===== config.mk =====
export PLATFORM = sky130hd
export DESIGN_NAME = ex_alu_stage_flat
export DESIGN_NICKNAME = d
export VERILOG_FILES = /design/src/rtl/ex_alu_stage_if.sv /design/src/rtl/ex_alu_stage.sv /design/src/flat_wrapper.sv
export SDC_FILE = /design/constraint.sdc
export NUM_CORES = 1
export LEC_CHECK = 0
export ABC_AREA = 1
export CAP_MARGIN = 10
export CORE_ASPECT_RATIO = 1.75
export CORE_MARGIN = 2
export CORE_UTILIZATION = 54
export CTS_BUF_LIST = sky130_fd_sc_hd__clkbuf_16
export DETAILED_ROUTE_END_ITERATION = 10
export PLACE_DENSITY = 0.92
export SYNTH_ARGS = -nofsm -noshare
export SYNTH_HDL_FRONTEND = slang
export SYNTH_SLANG_ARGS = --single-unit

===== constraint.sdc =====
create_clock -name clk -period 3.3 [get_ports clk]
set_clock_uncertainty 0.1 [all_clocks]
set_input_delay 0.66 -clock clk [delete_from_list [all_inputs] [get_ports clk]]
set_output_delay 0.66 -clock clk [all_outputs]
set_load 0.02 [all_outputs]

===== src/rtl/ex_alu_stage_if.sv =====
// EX-stage bus: the ID/EX slot presented to the ALU stage and the EX/MEM slot it returns.
interface ex_alu_stage_if #(
  parameter int XLEN = 32
);
  logic            valid_in;
  logic [2:0]      operation;
  logic [XLEN-1:0] rs1_data;
  logic [XLEN-1:0] rs2_data;
  logic [XLEN-1:0] imm;
  logic            alusrc;
  logic [1:0]      fwd_a;
  logic [1:0]      fwd_b;
  logic [XLEN-1:0] wb_data;
  logic [4:0]      rd;
  logic            regwrite;
  logic            memread;
  logic            memwrite;
  logic            stall;
  logic            flush;

  logic            valid_out;
  logic [XLEN-1:0] alu_result;
  logic [XLEN-1:0] store_data;
  logic            zero;
  logic [4:0]      rd_out;
  logic            regwrite_out;
  logic            memread_out;
  logic            memwrite_out;

  modport master (
    output valid_in, operation, rs1_data, rs2_data, imm, alusrc, fwd_a, fwd_b,
           wb_data, rd, regwrite, memread, memwrite, stall, flush,
    input  valid_out, alu_result, store_data, zero, rd_out, regwrite_out,
           memread_out, memwrite_out
  );

  modport slave (
    input  valid_in, operation, rs1_data, rs2_data, imm, alusrc, fwd_a, fwd_b,
           wb_data, rd, regwrite, memread, memwrite, stall, flush,
    output valid_out, alu_result, store_data, zero, rd_out, regwrite_out,
           memread_out, memwrite_out
  );
endinterface


===== src/rtl/ex_alu_stage.sv =====
// Pipeline EX stage: operand forwarding, ALU, and the EX/MEM register with stall/flush.
module ex_alu_stage #(
  parameter int XLEN = 32
) (
  input  logic         clk,
  input  logic         reset,
  ex_alu_stage_if.slave bus
);
  localparam logic [2:0] OP_ADD = 3'b000;
  localparam logic [2:0] OP_SUB = 3'b001;
  localparam logic [2:0] OP_AND = 3'b010;
  localparam logic [2:0] OP_OR  = 3'b011;
  localparam logic [2:0] OP_SLT = 3'b101;

  logic signed [XLEN-1:0] op_a_p0;
  logic signed [XLEN-1:0] rs2_fwd_p0;
  logic signed [XLEN-1:0] op_b_p0;
  logic signed [XLEN-1:0] result_p0;

  logic                   vld_p1;
  logic signed [XLEN-1:0] result_p1;
  logic signed [XLEN-1:0] store_p1;
  logic                   zero_p1;
  logic [4:0]             rd_p1;
  logic                   regwrite_p1;
  logic                   memread_p1;
  logic                   memwrite_p1;

  // Select 11 falls back to the register file, like 00.
  function automatic logic signed [XLEN-1:0] fwd_sel(
    input logic [1:0]             sel,
    input logic signed [XLEN-1:0] regfile,
    input logic signed [XLEN-1:0] wb,
    input logic signed [XLEN-1:0] own
  );
    logic signed [XLEN-1:0] v;
    case (sel)
      2'b01:   v = wb;
      2'b10:   v = own;
      default: v = regfile;
    endcase
    return v;
  endfunction

  // Undefined or unknown codes never match a case item and yield zero.
  function automatic logic signed [XLEN-1:0] alu_op(
    input logic [2:0]             op,
    input logic signed [XLEN-1:0] a,
    input logic signed [XLEN-1:0] b
  );
    logic signed [XLEN-1:0] r;
    r = '0;
    case (op)
      OP_ADD:  r = a + b;
      OP_SUB:  r = a - b;
      OP_AND:  r = a & b;
      OP_OR:   r = a | b;
      OP_SLT:  r = (a < b) ? {{(XLEN-1){1'b0}}, 1'b1} : '0;
      default: r = '0;
    endcase
    return r;
  endfunction

  // Stage p0: forwarding mux and ALU on the live ID/EX slot
  always_comb begin
    op_a_p0    = fwd_sel(bus.fwd_a, bus.rs1_data, bus.wb_data, result_p1);
    rs2_fwd_p0 = fwd_sel(bus.fwd_b, bus.rs2_data, bus.wb_data, result_p1);
    op_b_p0    = bus.alusrc ? bus.imm : rs2_fwd_p0;
    result_p0  = alu_op(bus.operation, op_a_p0, op_b_p0);
  end

  // Stage p1: EX/MEM register; flush beats stall, stall holds, idle slot becomes a bubble
  always_ff @(posedge clk or posedge reset) begin
    if (reset) begin
      vld_p1      <= 1'b0;
      result_p1   <= '0;
      store_p1    <= '0;
      zero_p1     <= 1'b0;
      rd_p1       <= '0;
      regwrite_p1 <= 1'b0;
      memread_p1  <= 1'b0;
      memwrite_p1 <= 1'b0;
    end else if (bus.flush || (!bus.stall && !bus.valid_in)) begin
      vld_p1      <= 1'b0;
      result_p1   <= '0;
      store_p1    <= '0;
      zero_p1     <= 1'b0;
      rd_p1       <= '0;
      regwrite_p1 <= 1'b0;
      memread_p1  <= 1'b0;
      memwrite_p1 <= 1'b0;
    end else if (!bus.stall) begin
      vld_p1      <= 1'b1;
      result_p1   <= result_p0;
      store_p1    <= rs2_fwd_p0;
      zero_p1     <= (result_p0 == '0);
      rd_p1       <= bus.rd;
      regwrite_p1 <= bus.regwrite;
      memread_p1  <= bus.memread;
      memwrite_p1 <= bus.memwrite;
    end
  end

  assign bus.valid_out    = vld_p1;
  assign bus.alu_result   = result_p1;
  assign bus.store_data   = store_p1;
  assign bus.zero         = zero_p1;
  assign bus.rd_out       = rd_p1;
  assign bus.regwrite_out = regwrite_p1;
  assign bus.memread_out  = memread_p1;
  assign bus.memwrite_out = memwrite_p1;
endmodule


===== src/flat_wrapper.sv =====
// flat-port wrapper written by rule: the top's interface ports become plain ports
module ex_alu_stage_flat 
#(
  parameter int XLEN = 32
)
  (clk, reset, bus_valid_in, bus_operation, bus_rs1_data, bus_rs2_data, bus_imm, bus_alusrc, bus_fwd_a, bus_fwd_b, bus_wb_data, bus_rd, bus_regwrite, bus_memread, bus_memwrite, bus_stall, bus_flush, bus_valid_out, bus_alu_result, bus_store_data, bus_zero, bus_rd_out, bus_regwrite_out, bus_memread_out, bus_memwrite_out);
  ex_alu_stage_if #(.XLEN(XLEN)) bus_i ();
  input  logic clk;
  input  logic reset;
  input wire logic [$bits(bus_i.valid_in)-1:0] bus_valid_in;
  input wire logic [$bits(bus_i.operation)-1:0] bus_operation;
  input wire logic [$bits(bus_i.rs1_data)-1:0] bus_rs1_data;
  input wire logic [$bits(bus_i.rs2_data)-1:0] bus_rs2_data;
  input wire logic [$bits(bus_i.imm)-1:0] bus_imm;
  input wire logic [$bits(bus_i.alusrc)-1:0] bus_alusrc;
  input wire logic [$bits(bus_i.fwd_a)-1:0] bus_fwd_a;
  input wire logic [$bits(bus_i.fwd_b)-1:0] bus_fwd_b;
  input wire logic [$bits(bus_i.wb_data)-1:0] bus_wb_data;
  input wire logic [$bits(bus_i.rd)-1:0] bus_rd;
  input wire logic [$bits(bus_i.regwrite)-1:0] bus_regwrite;
  input wire logic [$bits(bus_i.memread)-1:0] bus_memread;
  input wire logic [$bits(bus_i.memwrite)-1:0] bus_memwrite;
  input wire logic [$bits(bus_i.stall)-1:0] bus_stall;
  input wire logic [$bits(bus_i.flush)-1:0] bus_flush;
  output wire logic [$bits(bus_i.valid_out)-1:0] bus_valid_out;
  output wire logic [$bits(bus_i.alu_result)-1:0] bus_alu_result;
  output wire logic [$bits(bus_i.store_data)-1:0] bus_store_data;
  output wire logic [$bits(bus_i.zero)-1:0] bus_zero;
  output wire logic [$bits(bus_i.rd_out)-1:0] bus_rd_out;
  output wire logic [$bits(bus_i.regwrite_out)-1:0] bus_regwrite_out;
  output wire logic [$bits(bus_i.memread_out)-1:0] bus_memread_out;
  output wire logic [$bits(bus_i.memwrite_out)-1:0] bus_memwrite_out;
  assign bus_i.valid_in = bus_valid_in;
  assign bus_i.operation = bus_operation;
  assign bus_i.rs1_data = bus_rs1_data;
  assign bus_i.rs2_data = bus_rs2_data;
  assign bus_i.imm = bus_imm;
  assign bus_i.alusrc = bus_alusrc;
  assign bus_i.fwd_a = bus_fwd_a;
  assign bus_i.fwd_b = bus_fwd_b;
  assign bus_i.wb_data = bus_wb_data;
  assign bus_i.rd = bus_rd;
  assign bus_i.regwrite = bus_regwrite;
  assign bus_i.memread = bus_memread;
  assign bus_i.memwrite = bus_memwrite;
  assign bus_i.stall = bus_stall;
  assign bus_i.flush = bus_flush;
  assign bus_valid_out = bus_i.valid_out;
  assign bus_alu_result = bus_i.alu_result;
  assign bus_store_data = bus_i.store_data;
  assign bus_zero = bus_i.zero;
  assign bus_rd_out = bus_i.rd_out;
  assign bus_regwrite_out = bus_i.regwrite_out;
  assign bus_memread_out = bus_i.memread_out;
  assign bus_memwrite_out = bus_i.memwrite_out;
  ex_alu_stage #(.XLEN(XLEN)) u_core (.clk(clk), .reset(reset), .bus(bus_i));
endmodule

==> out/metrics.sh, run 1 <==
FIRST-ERROR='[ERROR DPL-0033] detailed placement checks failed during check placement.'
YOSYS_WARNINGS=0
CTS_SETUP_BUFFERS=127
FAILING_STEP='4_1_cts'
DIE_HEIGHT_UM=192
CTS_MAX_LEVEL=3
PLACE_HPWL_UM=45400
SYNTH.TOP_CELL.AREA_SHARE_PCT=17.2
SYNTH.MOST_COMMON_CELL='sky130_fd_sc_hd__nand2_1'
DESIGN.PORTCOUNT=223
CTS_HOLD_BUF=0
CELLS_AFTER_SYNTH=1826
CTS_REPAIR_RESIZE_COUNT=733
CELL_TYPES_WITH_THE_LARGEST_AREA_SHARE_AFTER_SYNTHESIS='sky130_fd_sc_hd__nand2_1, sky130_fd_sc_hd__dfrtp_1, sky130_fd_sc_hd__ha_1, sky130_fd_sc_hd__inv_1, sky130_fd_sc_hd__o21ai_0'
SYNTH_AREA_SQ_MM=0.0109
NUMCTSBUFFERS=9
YOSYSUNIQUECELLTYPES=37
CTS_BUFFER_DEPTH=2
FP-ROW-COUNT=68
SHARE_OF_SYNTHESIZED_FLIP_FLOPS_WITH_AN_ASYNCHRONOUS_SET_OR_RESET_PCT=100
PORT_BUFFERS=222
YOSYS-TOP-CELLS-COUNT='sky130_fd_sc_hd__nand2_1, sky130_fd_sc_hd__inv_1, sky130_fd_sc_hd__o21ai_0'
SYNTH-EDFF-COUNT=0
CLK_ROOT_BUFFER_CELL='sky130_fd_sc_hd__clkbuf_16'
YS_FF_LATCH=74
DIE_W_UM=111
SYNTH-SEQ-AREA-SHARE_PCT=17.0
NUMCLOCKSINKS=74
SYNTH.AVG_CELL_AREA_SQ_UM=5.95
GP_ROUTABILITY_CONGESTION=1.20
YS_DOMINANT_REG_CELL='sky130_fd_sc_hd__dfrtp_1'
RUN_STATUS='stopped before the end'
SYN_NETS=2091
INITIAL_UTILIZATION_PCT=55.1
YOSYS.AREA.TOP_TYPE='sky130_fd_sc_hd__nand2_1'
PLACED_CELLS=2548
cell families after synthesis:
kind of cell / count (synthesis) / share of synthesized area, %
adders and majority gates: 116 / 13.5
and+or+nand+nor: 850 / 33.1
buffers and inverters: 421 / 15.7
AOI/OAI and AO/OA: 364 / 20.5
xor gates and xnor gates: 1 / 0.0806
DFF: 74 / 17.0
stage by stage:
stage          worst slack, ns  area (sq um)
3_3_place_gp             -1.56         15800
3_5_place_dp             -1.71         15800
2_1_floorplan           -0.156         11100
==> run 2, diff against run 1 <==
Settings changed: CORE_ASPECT_RATIO 1.75 to default, CORE_UTILIZATION 54 to 40, CTS_BUF_LIST sky130_fd_sc_hd__clkbuf_16 to default, PLACE_DENSITY 0.92 to default, PLACE_DENSITY_LB_ADDON from default to 0.15.
==> out/metrics.sh, run 2 <==
DIE_W_UM=169  # +52%
CRIT_FAMILY='simple AND/OR/NAND/NOR gates'
POST-ROUTE-DRC-COUNT=0
SYNTH.TOP_CELL.AREA_SHARE_PCT=17.2  # unchanged
WORST_SLEW_MARGIN_REL_PCT=51.9
MAXIMUM_NUMBER_OF_PINS_ON_ONE_NET_BEFORE_GLOBAL_ROUTE_REPAIR=43
TIMING.CRITICAL_PATH.FROM_TYPE='input port'
NUMCLOCKSINKS=74  # unchanged
CTS.CLK_SLEW.WORST_PATHS_NS=0.07
FINAL_STAGE_NET_COUNT=2764
GRT_FIRST_PASS_WIRELENGTH_UM=82800
DESIGN.PORTCOUNT=223  # unchanged
DIE_HEIGHT_UM=169  # -12%
CORE-AREA_SQ_MM=0.0268
CRITICAL-PATH-TOP-CELL-BY-COUNT='sky130_fd_sc_hd__buf_6'
NUMBER_OF_HOLD_VIOLATIONS_IN_THE_FINAL_REPORT=0
TIMING.CRITICAL_PATH.TO_TYPE='flop'
ANTENNA_CELLS=0
CELLS_AFTER_SYNTH=1826  # unchanged
POST-LAYOUT-TOTAL-POWER_W=0.00810
CP_DATA_ARRIVAL_TIME_NS=3.99
YOSYS-TOP-CELLS-COUNT='sky130_fd_sc_hd__nand2_1, sky130_fd_sc_hd__inv_1, sky130_fd_sc_hd__o21ai_0'
WORSTMARGINPINSLEW_NS=0.722
YS_FF_LATCH=74  # unchanged
FINAL-MAX-SLEW-VIOLATION-COUNT=0
ROUTE.DETAILED.VIAS_PER_INST=5.51
RSZ_0062_RAISED_AFTER_GLOBAL_ROUTING='yes'
CLOCK_TREE_FROM_TRITONCTS='yes'
SYN_NETS=2091  # unchanged
WORSTSKEWPAIRLATENCY_NS=0.34
DRIVE_ABOVE_1_SHARE_PCT=44.0
YS_DOMINANT_REG_CELL='sky130_fd_sc_hd__dfrtp_1'
INITIAL_UTILIZATION_PCT=40.6  # -15 points
GP_ROUTABILITY_CONGESTION=0.981  # -18%
ROUTED-VIA-COUNT=15700
SYNTH-EDFF-COUNT=0  # unchanged
CLK_ROOT_BUFFER_CELL='sky130_fd_sc_hd__clkbuf_16'
SYNTH.AVG_CELL_AREA_SQ_UM=5.95  # unchanged
LAYOUT.CELLS.MOST_COMMON_LIST='sky130_fd_sc_hd__buf_4, sky130_fd_sc_hd__nand2_1, sky130_fd_sc_hd__inv_1'
FAILING_CHECKS='negative setup slack'
INITIALDRTVIOLATIONCOUNT=1322
CTS_BUFFER_DEPTH=2  # unchanged
MAX-VDD-IR-DROP_mV=0.302
P_LEAK_nW=10.2
PLACE_HPWL_UM=42500  # -6.3%
CRITICALPATHCATEGORY='input port to flop'
YOSYSUNIQUECELLTYPES=37  # unchanged
GRT_USAGE_PCT=37.6
SYNTH_AREA_SQ_MM=0.0109  # unchanged
FP-ROW-COUNT=60  # -12%
MAXCAPVIOLCOUNT=0
POST_LAYOUT_MIN_PERIOD_NS=3.81
POSTROUTEWIRELENGTH_UM=58600
POST-ROUTE-PERIOD-UTIL_PCT=115
HOLD_CLASS='flop to flop'
NUMCTSBUFFERS=9  # unchanged
PLACED_CELLS=2716  # +6.6%
SYNTH.MOST_COMMON_CELL='sky130_fd_sc_hd__nand2_1'
SHARE_OF_SYNTHESIZED_FLIP_FLOPS_WITH_AN_ASYNCHRONOUS_SET_OR_RESET_PCT=100  # unchanged
DRT_PASS1_ITERATIONS=6
PWR_DENSITY_CELL_mW_PER_MM2=396
FILLER_CELL_COUNT=1969
YOSYS_WARNINGS=0  # unchanged
SYNTH-SEQ-AREA-SHARE_PCT=17.0  # unchanged
GRT_PASS1_VIAS=15300
CTS_MAX_LEVEL=3  # unchanged
WORST_PATH_MAX_DELAY_CELL='sky130_fd_sc_hd__ha_4'
YOSYS.AREA.TOP_TYPE='sky130_fd_sc_hd__nand2_1'
CELL_TYPES_WITH_THE_LARGEST_AREA_SHARE_AFTER_SYNTHESIS='sky130_fd_sc_hd__nand2_1, sky130_fd_sc_hd__dfrtp_1, sky130_fd_sc_hd__ha_1, sky130_fd_sc_hd__inv_1, sky130_fd_sc_hd__o21ai_0'
MOSTFREQUENTLAYOUTCELL='sky130_fd_sc_hd__buf_4'
DP_WORST_SETUP_SLACK_NS=-1.73  # -0.0210 ns
FINALNONFILLERCELLS=2845
PORT_BUFFERS=222  # unchanged
DIE_AREA_SQ_MM=0.0285
TIMING.FMAX_GHz=0.263
AREA_DELTA_SYNTH_FINAL_PCT=88.0
CRITICAL_PATH.N_BUFFERS_INVERTERS=8
CRITICAL-PATH-MAX-STAGE-DELAY_NS=0.37
RUN_STATUS='finished, violations left'
POSTLAYOUTSETUPSLACKWORST_NS=-0.509
REQUIRED_NS=3.48
CRIT_FANOUT=7
WIRE_PER_INST_UM=20.6
GLOBALROUTEOVERFLOWTOTAL=0
ANTENNA_VIOLATIONS_BEFORE_REPAIR=1
SETUP_VIOL_COUNT_FINAL=31
ANT_NETS=0
[run 2: kinds of logic after synthesis]
family,synth area share [%]
flops,17.0
xor+xnor,0.0806
compound gates,20.5
simple gates,33.1
buf+inv,15.7
fa+ha+maj,13.5
[run 2: path summary, 6_finish.rpt]
kind                                                       startpoint                               endpoint  slack [ns]  cells after the start
worst max-delay path                                     bus_fwd_b[1]            u_core.bus.zero$_DFFE_PP0P_       -0.51                     25
worst min-delay path            u_core.bus.store_data[26]$_DFFE_PP0P_  u_core.bus.store_data[26]$_DFFE_PP0P_        0.38                      2
worst max register to register   u_core.bus.alu_result[0]$_DFFE_PP0P_            u_core.bus.zero$_DFFE_PP0P_       -0.06                     24
worst min register to register  u_core.bus.store_data[26]$_DFFE_PP0P_  u_core.bus.store_data[26]$_DFFE_PP0P_        0.38                      2
max in group asynchronous                                       reset  u_core.bus.alu_result[28]$_DFFE_PP0P_        1.81                      3
min in group asynchronous                                       reset   u_core.bus.store_data[2]$_DFFE_PP0P_        0.64                      2
[run 2: repair_timing]
action	CTS	global route
gates resized for setup	458	329
pin swaps	126	153
setup buffers	83	52
setup endpoints to repair	33	31
hold buffers	0	0
cloned	5	2
[run 2: power by group]
group | switching, W | internal (W)
Combinational | 0.00319 | 0.00265
Sequential | 0.0000386 | 0.000957
Clock | 0.000435 | 0.000825
[run 2: worst reg2reg max path, delay by kind of cell (launching register included)]
kind / cells / cell delay (ns)
AND/OR/NAND/NOR: 14 / 1.25
flip-flops: 1 / 0.40
buffers and inverters: 5 / 0.56
adder cells (fa/ha/maj): 2 / 0.52
AO/OA/AOI/OAI: 3 / 0.47
[run 2: final cells by class]
type | instances | area (sq um) | area share [%]
Clock inverter | 7 | 149 | 0.729
Tap cell | 341 | 427 | 2.09
Inverter | 338 | 1320 | 6.44
Clock buffer | 9 | 225 | 1.10
Timing Repair Buffer | 743 | 6600 | 32.3
Sequential cell | 74 | 1850 | 9.06
Timing Repair inverter | 2 | 20.0 | 0.0980
Multi-Input combinational cell | 1331 | 9840 | 48.2
[run 2: metrics by stage]
step	instance area, sq um	hold WS [ns]	util [%]	setup TNS (ns)
2_1_floorplan	11100	0.484	-	-0.224
5_1_grt	20400	0.422	76.2	-10.78
6_report	20400	0.385	76.2	-8.03
3_3_place_gp	16500	0.368	61.5	-39.40
3_5_place_dp	16500	0.373	61.5	-40.29
4_1_cts	19100	0.388	71.2	-4.33
[run 2: layer usage]
metal  vias up  GRT usage, %  part of all wire, %
met1      7457          44.5                   39
met5         -             0                0.019
met2       736          67.2                   49
met4         2          18.9                  6.5
met3       215          4.26                  6.1
li1       7255             -                    -
(Power assumes the default switching activity.)
